==> config.mk <==
export PLATFORM = sky130hd
export DESIGN_NAME = tmds_channel_decoder
export DESIGN_NICKNAME = d
export VERILOG_FILES = /design/src/rtl/tmds_channel_decoder.sv
export SDC_FILE = /design/constraint.sdc
export NUM_CORES = 1
export LEC_CHECK = 0
export CORE_MARGIN = 10
export CORE_UTILIZATION = 61
export DETAILED_ROUTE_END_ITERATION = 6
export HOLD_SLACK_MARGIN = 0.02
export PLACE_DENSITY_LB_ADDON = 0.12
export SETUP_SLACK_MARGIN = 0.02
export SLEW_MARGIN = 20
export SYNTH_ARGS = -nofsm -noshare
export SYNTH_HDL_FRONTEND = slang
export SYNTH_SLANG_ARGS = --single-unit
==> constraint.sdc <==
create_clock -name clk -period 9.23 [get_ports clk]
set_clock_uncertainty 0.15 [all_clocks]
set_input_delay 1.3845 -clock clk [delete_from_list [all_inputs] [get_ports clk]]
set_output_delay 1.3845 -clock clk [all_outputs]
set_load 0.005 [all_outputs]
==> src/rtl/tmds_channel_decoder.sv <==
// tmds_channel_decoder: finds the TMDS symbol boundary from control-token runs and decodes
// each aligned symbol to video data or control data for one channel.
module tmds_channel_decoder #(
    parameter int CTRL_RUN   = 8,
    parameter int SEARCH_LEN = 2048
) (
    input  logic       clk,
    input  logic       rst,
    input  logic [9:0] sym_in,
    output logic [7:0] data,
    output logic       de,
    output logic [1:0] cd,
    output logic       locked,
    output logic [3:0] bit_offset
);
    localparam int SW = $clog2(SEARCH_LEN);
    localparam logic [0:0] SEARCH = 1'b0;
    localparam logic [0:0] LOCKED = 1'b1;
    localparam logic [SW-1:0] SCNT_END = SW'(SEARCH_LEN - 1);
    localparam logic [7:0] RUN_END = 8'(CTRL_RUN - 1);

    logic [0:0] state, state_n;
    logic [9:0] prev, win;
    logic [7:0] q, d, run, run_n;
    logic [SW-1:0] scnt, scnt_n;
    logic [3:0] off_n;
    logic [1:0] tok;
    logic is_ctrl, lock_hit, slip, lose, stay;

    always_comb begin
        win = 10'({sym_in, prev} >> bit_offset);
        tok = win == 10'b0010101011 ? 2'b01 :
              win == 10'b0101010100 ? 2'b10 :
              win == 10'b1010101011 ? 2'b11 : 2'b00;
        is_ctrl = tok != 2'b00 || win == 10'b1101010100;
        q = win[9] ? ~win[7:0] : win[7:0];
        d = {q[7:1] ^ q[6:0] ^ {7{~win[8]}}, q[0]};
        // a lock and a slip due in the same cycle resolve in favour of the lock
        lock_hit = state == SEARCH && is_ctrl && run >= RUN_END;
        slip = state == SEARCH && !lock_hit && scnt == SCNT_END;
        lose = state == LOCKED && !is_ctrl && scnt == SCNT_END;
        stay = state == LOCKED ? !lose : lock_hit;
        state_n = stay ? LOCKED : SEARCH;
        run_n = (state == LOCKED || !is_ctrl || lock_hit || slip) ? 8'd0 : run + {7'd0, run != 8'hFF};
        scnt_n = (lock_hit || slip || lose || (state == LOCKED && is_ctrl)) ? '0 :
                 scnt + {{(SW-1){1'b0}}, scnt != '1};
        off_n = !slip ? bit_offset : bit_offset == 4'd9 ? 4'd0 : bit_offset + 4'd1;
    end

    always_ff @(posedge clk or posedge rst) begin
        if (rst) begin
            prev <= '0;
            state <= SEARCH;
            run <= '0;
            scnt <= '0;
            bit_offset <= '0;
            locked <= 1'b0;
            de <= 1'b0;
            data <= '0;
            cd <= '0;
        end else begin
            prev <= sym_in;
            state <= state_n;
            run <= run_n;
            scnt <= scnt_n;
            bit_offset <= off_n;
            locked <= state_n == LOCKED;
            de <= state_n == LOCKED && !is_ctrl;
            data <= (state_n == LOCKED && !is_ctrl) ? d : 8'h00;
            cd <= state_n != LOCKED ? 2'b00 : is_ctrl ? tok : cd;
        end
    end
endmodule

==> run_results.csv, run 1 <==
group,metric,value,unit
run_status,run_status,"finished clean",
setup_path,critPathCaptureType,"flop",
synthesis,ys_ff_latch,45,
cells_and_area,area_growth,14.2,%
clock_tree,cts_tree,"done",
synthesis,synth_compound_area_frac,0.0482,
global_routing,grt_pass1_vias,1804,
routing,drc,0,
setup_path,critPathMaxStageDelay,0.62,ns
synthesis,synth.most_common_cell,"dfrtp_1",
sta,slew_viol_final,0,
cells_and_area,n_antenna_cell,0,
global_routing,grt_max_degree,46,
floorplanning,dieArea,0.00754,sq mm
clock_tree,clk_latency,0.29,ns
cells_and_area,nets,295,
run,drv_cap,0,
synthesis,yosys_warnings,0,
clock_tree,numCtsBuffers,5,
place,place_hpwl,3850,um
global_routing,grt_remaining_overflow,0,
synthesis,synthTopCellsByArea,"dfrtp_1, mux2i_1, mux4_2, ha_1, xnor2_1",
clock_tree,cts_resized,0,
sta,final.period_utilization,0.480,
routing,wl,4970,um
setup_path,worstPathRequired,9.23,ns
synthesis,synth-async-reset-ratio,1.00,
place,io_buffers,27,
cells_and_area,fillers,316,
power_and_ir_drop,p_leak,0.00141,uW
clock_tree,clockBufferDepth,2,
sta,period_needed,4.43,ns
routing,wire_per_inst,15.3,um
floorplanning,start_util,0.626,
setup_path,crit_buf_inv,2,
setup_path,worst-path-max-fanout,11,
routing,firstDrtPassIters,4,
synthesis,syn_inst,243,
floorplanning,coreArea,0.00435,sq mm
power_and_ir_drop,ir_drop,0.144,mV
synthesis,synth_top_family_by_area,"multiplexers",
routing,antenna_left,0,
routing,drt_iter0_markers,78,
setup_path,worstPathCellList,"clkdlybuf4s50_1 > mux4_2 > mux4_2 > inv_1 > ha_1 > nand4_1 > mux2_2 > o21ai_1 > nor2_1",
clock_tree,cts_sinks,45,
setup_path,start_kind,"primary input",
sta,slew_headroom,0.489,
clock_tree,htreeDepth,2,
setup_path,crit_family,"multiplexers",
sta,fin_tns_setup,0,ns
clock_tree,ctsHoldBuffers,0,
sta,hold_viol,0,
synthesis,synth-simple-area-share,0.119,
sta,fmax,0.225,GHz
routing,viasPerCell,5.60,
clock_tree,cts_setup_buffers,0,
place,place_congestion,0.838,
floorplanning,die_width,86.8,um
setup_path,cp.arrival,4.43,ns
floorplanning,die_y,86.8,um
sta,setup_ws,4.80,ns
sta,worst_pin_slew,0.762,ns
floorplanning,rows,24,
synthesis,ys_types,40,
synthesis,synth_top_cell_by_area,"dfrtp_1",
min_path,hp-class,"reg2reg",
synthesis,synth_ff_type,"dfrtp_1",
place,dp_slack,4.48,ns
global_routing,grt_use_total,0.137,
global_routing,grt_pass1_wl,8410,um
synthesis,avgSynthCellArea,11.2,sq um
cells_and_area,layout-drive-gt1-share,0.114,
setup_path,slowest_stage,"o21ai_1",
setup_path,cpMostUsedCell,"mux4_2",
setup_path,critPathKind,"in2reg",
clock_tree,path_clk_slew,0.08,ns
clock_tree,cts_root_buf,"clkbuf_8",
floorplanning,io_pins,28,
global_routing,antenna_found_initial,0,
synthesis,yosys-mux-area-fraction,0.242,
synthesis,syn_area,0.00273,sq mm
sta,setup_viol,0,
synthesis,synth_top_cell_area_share,0.413,
routing,vias,1816,
power_and_ir_drop,power.density,143,mW/mm^2
sta,rsz0062_at_grt,"no",
synthesis,netlist_top_cells_count,"dfrtp_1, nor2_1, mux2i_1",
synthesis,ys_seq_area_frac,0.413,
synthesis,synthAdderAreaFrac,0.0551,
synthesis,synth-xor-area-share,0.0771,
synthesis,synth_edf_count,0,
report_power, final:
part | total (uW) | switching (uW) | internal [uW] | leakage [uW]
combinational | 93.1 | 46.7 | 46.3 | 0.000799
sequential | 238 | 17.5 | 220 | 0.000569
clock | 116 | 63.3 | 52.2 | 0.0000439
total | 446 | 128 | 319 | 0.00141
worst reg2reg max path, delay by kind of cell (launching register included):
family | cells | cell delay, ns
muxes | 3 | 1.50
AOI/OAI and AO/OA | 1 | 0.62
buffers and inverters | 2 | 0.45
DFF | 1 | 0.34
and+or+nand+nor | 2 | 0.29
adders and majority gates | 1 | 0.14
metal layers:
layer	share of wire	routed length (um)	GRT usage
met1	0.46	2280	0.178
met5	0	0	0
met3	0.059	294	0.0441
met2	0.48	2370	0.215
met4	0.0046	23	0.0368
cells by family (layout without fill, tap and decap cells):
kind of cell,Yosys count,after routing
and+or+nand+nor,70,70
muxes,48,48
DFF,45,45
buffers and inverters,27,53
xor gates and xnor gates,24,24
AOI/OAI and AO/OA,16,16
adders and majority gates,12,12
other,1,4
per-stage QoR:
step / instances / util / hold slack (ns) / area, sq um / total power, uW
2_1_floorplan: 246 / - / 0.324 / 2740 / 303
3_3_place_gp: 316 / 0.695 / 0.317 / 3030 / 331
3_5_place_dp: 316 / 0.695 / 0.326 / 3030 / 335
4_1_cts: 324 / 0.715 / 0.350 / 3110 / 451
5_1_grt: 324 / 0.715 / 0.362 / 3110 / 472
6_report: 324 / 0.715 / 0.345 / 3110 / 446
path summary, 6_finish.rpt:
kind,from,to,slack [ns],cells past startpoint
max reg2reg,bit_offset[0]$_DFFE_PP0P_,scnt[6]$_DFF_PP0_,5.61,9
min in group asynchronous,rst,bit_offset[0]$_DFFE_PP0P_,1.38,3
max in group asynchronous,rst,bit_offset[1]$_DFFE_PP0P_,7.15,3
min,cd[1]$_DFFE_PP0N_,cd[1]$_DFFE_PP0N_,0.35,1
min reg2reg,cd[1]$_DFFE_PP0N_,cd[1]$_DFFE_PP0N_,0.35,1
max,sym_in[9],scnt[6]$_DFF_PP0_,4.80,9
area by class of cell:
| class | instances | area [sq um] | share of cell area |
|---|---|---|---|
| clock inverter | 3 | 17.5 | 0.00563 |
| tap | 52 | 65.1 | 0.0209 |
| inverter | 16 | 60.1 | 0.0193 |
| sequential | 45 | 1130 | 0.362 |
| clock buffer | 5 | 68.8 | 0.0221 |
| timing repair buffer | 29 | 285 | 0.0916 |
| multi-input combinational | 174 | 1490 | 0.478 |
layout by cell type, fill, tap and decap left out, types with 2 or more instances in the layout:
master           instances
clkinv_2                 2
clkdlybuf4s50_1         27
nor3_1                   2
nand2b_1                 2
o21ai_1                  2
mux4_2                  14
ha_1                    12
dfrtp_1                 44
inv_2                    2
xnor2_1                 17
nor2_1                  33
clkbuf_8                 5
conb_1                   4
nand2_1                 11
nor2b_1                  2
nand3_1                  6
mux2i_1                 32
and2_1                   2
buf_4                    2
nand4_1                  6
o21ai_0                  4
and3_1                   2
inv_1                   13
xor2_1                   7
sequential cells by signal (all words and copies together) (netlist names):
signal,flops
prev,10
run,8
scnt,11
locked,1
data,8
cd,2
de,1
bit_offset,4
Power figures use the tool's default switching activity.
==> inputs of run 2 (changes only) <==
--- a/config.mk
+++ b/config.mk
@@ -6,7 +6,7 @@
 export NUM_CORES = 1
 export LEC_CHECK = 0
 export CORE_MARGIN = 10
-export CORE_UTILIZATION = 61
+export CORE_UTILIZATION = 51
 export DETAILED_ROUTE_END_ITERATION = 6
 export HOLD_SLACK_MARGIN = 0.02
 export PLACE_DENSITY_LB_ADDON = 0.12
==> constraint.sdc (replaced) <==
create_clock -name clk -period 3.6 [get_ports clk]
set_clock_uncertainty 0.15 [all_clocks]
set_input_delay 0.54 -clock clk [delete_from_list [all_inputs] [get_ports clk]]
set_output_delay 0.54 -clock clk [all_outputs]
set_load 0.005 [all_outputs]
==> run_results.csv, run 2 (synthesized netlist as in run 1, its figures left out) <==
group,metric,value,unit
cells_and_area,area_growth,20.6,%
routing,firstDrtPassIters,4,
clock_tree,cts_tree,"done",
sta,rsz0062_at_grt,"no",
cells_and_area,nets,309,
sta,setup_viol,0,
clock_tree,cts_sinks,45,
global_routing,grt_remaining_overflow,0,
global_routing,antenna_found_initial,0,
clock_tree,numCtsBuffers,5,
sta,fin_tns_setup,0,ns
setup_path,worst-path-max-fanout,13,
clock_tree,cts_root_buf,"clkbuf_8",
cells_and_area,layout_top_registers,"scnt (11), prev (10)",
sta,period_needed,3.37,ns
power_and_ir_drop,p_leak,0.00150,uW
cells_and_area,top_register,"scnt",
setup_path,critPathMaxStageDelay,0.74,ns
routing,wire_per_inst,15.2,um
sta,final.period_utilization,0.935,
setup_path,slowest_stage,"dfrtp_1",
power_and_ir_drop,pwr-share-comb,0.195,
sta,fmax,0.297,GHz
place,io_buffers,27,
sta,slew_viol_final,0,
floorplanning,die_width,93.1,um
place,place_congestion,0.866,
routing,vias,1900,
cells_and_area,layout_commonest_cell,"dfrtp_1",
sta,slew_headroom,0.394,
floorplanning,io_pins,28,
routing,viasPerCell,5.34,
power_and_ir_drop,cellInternalPower,901,uW
power_and_ir_drop,finalPower,1250,uW
power_and_ir_drop,power.density,381,mW/mm^2
clock_tree,clk_latency,0.31,ns
clock_tree,clockBufferDepth,2,
setup_path,critPathCaptureType,"flop",
cells_and_area,n_antenna_cell,0,
cells_and_area,largest_reg_flops,11,
run_status,run_status,"finished clean",
floorplanning,rows,26,
power_and_ir_drop,p_sw_frac,0.280,
floorplanning,dieArea,0.00867,sq mm
sta,setup_ws,0.233,ns
routing,wl,5390,um
run,drv_cap,0,
cells_and_area,fillers,441,
setup_path,crit_buf_inv,2,
cells_and_area,final_cell_mix,"dfrtp_1, nor2_1, mux2i_1",
clock_tree,htreeDepth,2,
sta,worst_pin_slew,0.903,ns
min_path,min-delay-start,"cd[0]$_DFFE_PP0N_",
floorplanning,coreArea,0.00514,sq mm
place,place_hpwl,4150,um
global_routing,grt_pass1_wl,9200,um
power_and_ir_drop,power_frac_seq,0.486,
routing,antenna_left,0,
setup_path,cp.arrival,3.41,ns
cells_and_area,layout-drive-gt1-share,0.157,
global_routing,grt_use_total,0.132,
place,dp_slack,0.0256,ns
setup_path,worstPathRequired,3.64,ns
min_path,hp-class,"reg2reg",
routing,drt_iter0_markers,89,
power_and_ir_drop,clock_power_share,0.319,
sta,hold_viol,0,
floorplanning,start_util,0.530,
setup_path,worstPathCellList,"buf_4 > mux2i_1 > mux2i_1 > mux4_2 > inv_1 > ha_1 > nand4_1 > mux2_2 > o21ai_1 > mux2_1",
setup_path,crit_family,"multiplexers",
clock_tree,path_clk_slew,0.09,ns
routing,drc,0,
setup_path,crit_start,"bit_offset[1]$_DFFE_PP0P_",
clock_tree,ctsHoldBuffers,0,
setup_path,r2r-start,"bit_offset[1]$_DFFE_PP0P_",
power_and_ir_drop,p_sw,350,uW
setup_path,start_kind,"flop",
global_routing,grt_max_degree,26,
floorplanning,die_y,93.1,um
power_and_ir_drop,ir_drop,0.317,mV
setup_path,cpMostUsedCell,"mux2i_1",
setup_path,critPathKind,"reg2reg",
global_routing,grt_pass1_vias,1837,
-- run 2: cell count changes in the layout (fill, tap and decap cells not counted), sizes merged --
cell      delta
clkinvlp     -1
clkinv       -1
bufinv       +1
inv          +1
buf         +14
-- run 2: area by class of cell --
class                           instances  area (sq um)  share of cell area
Multi-Input combinational cell        174          1490               0.453
Timing Repair Buffer                   43           403               0.123
Clock buffer                            5          68.8              0.0209
Sequential cell                        45          1130               0.343
Clock inverter                          3          50.0              0.0152
Tap cell                               70          87.6              0.0267
Inverter                               16          60.1              0.0183
-- run 2: metrics by stage --
| step | std cells | hold slack [ns] | util | instance area [sq um] |
|---|---|---|---|---|
| detailed placement | 348 | 0.318 | 0.616 | 3170 |
| global placement | 348 | 0.313 | 0.616 | 3170 |
| floorplan | 246 | 0.324 | - | 2740 |
| global route | 356 | 0.360 | 0.639 | 3290 |
| CTS | 356 | 0.338 | 0.639 | 3280 |
| finish | 356 | 0.337 | 0.639 | 3290 |
-- run 2: worst paths after layout --
| check | endpoint | cells past startpoint | slack (ns) |
|---|---|---|---|
| worst max-delay path | bit_offset[1]$_DFFE_PP0P_ | 10 | 0.23 |
| worst min-delay path | cd[0]$_DFFE_PP0N_ | 1 | 0.34 |
| worst max register to register | bit_offset[1]$_DFFE_PP0P_ | 10 | 0.23 |
| worst min register to register | cd[0]$_DFFE_PP0N_ | 1 | 0.34 |
| max in group asynchronous | data[7]$_DFF_PP0_ | 3 | 2.13 |
| min in group asynchronous | scnt[8]$_DFF_PP0_ | 2 | 0.46 |
-- run 2: metal layers --
| metal | GRT usage | part of all wire |
|---|---|---|
| met3 | 0.0400 | 0.054 |
| met1 | 0.173 | 0.48 |
| met5 | 0 | 0 |
| met4 | 0.0501 | 0.017 |
| met2 | 0.199 | 0.45 |
-- run 2: repair_timing --
item	CTS	global route
endpoints found under the setup margin	0	5
buffers inserted	0	0
resized for setup	0	1
-- run 2: power groups by stage --
stage          sequential, uW  combinational [uW]  clock (uW)
2_1_floorplan             611                 165           0
3_3_place_gp              616                 242           0
3_5_place_dp              617                 246           0
4_1_cts                   608                 247         414
5_1_grt                   615                 274         437
6_report                  608                 244         399
-- run 2: worst register-to-register path, stage by stage (launching register included) --
cell and delay (ns):
dfrtp_1 0.74, buf_4 0.27, mux2i_1 0.24, mux2i_1 0.12, mux4_2 0.53, inv_1 0.08
ha_1 0.13, nand4_1 0.13, mux2_2 0.33, o21ai_1 0.20, mux2_1 0.33
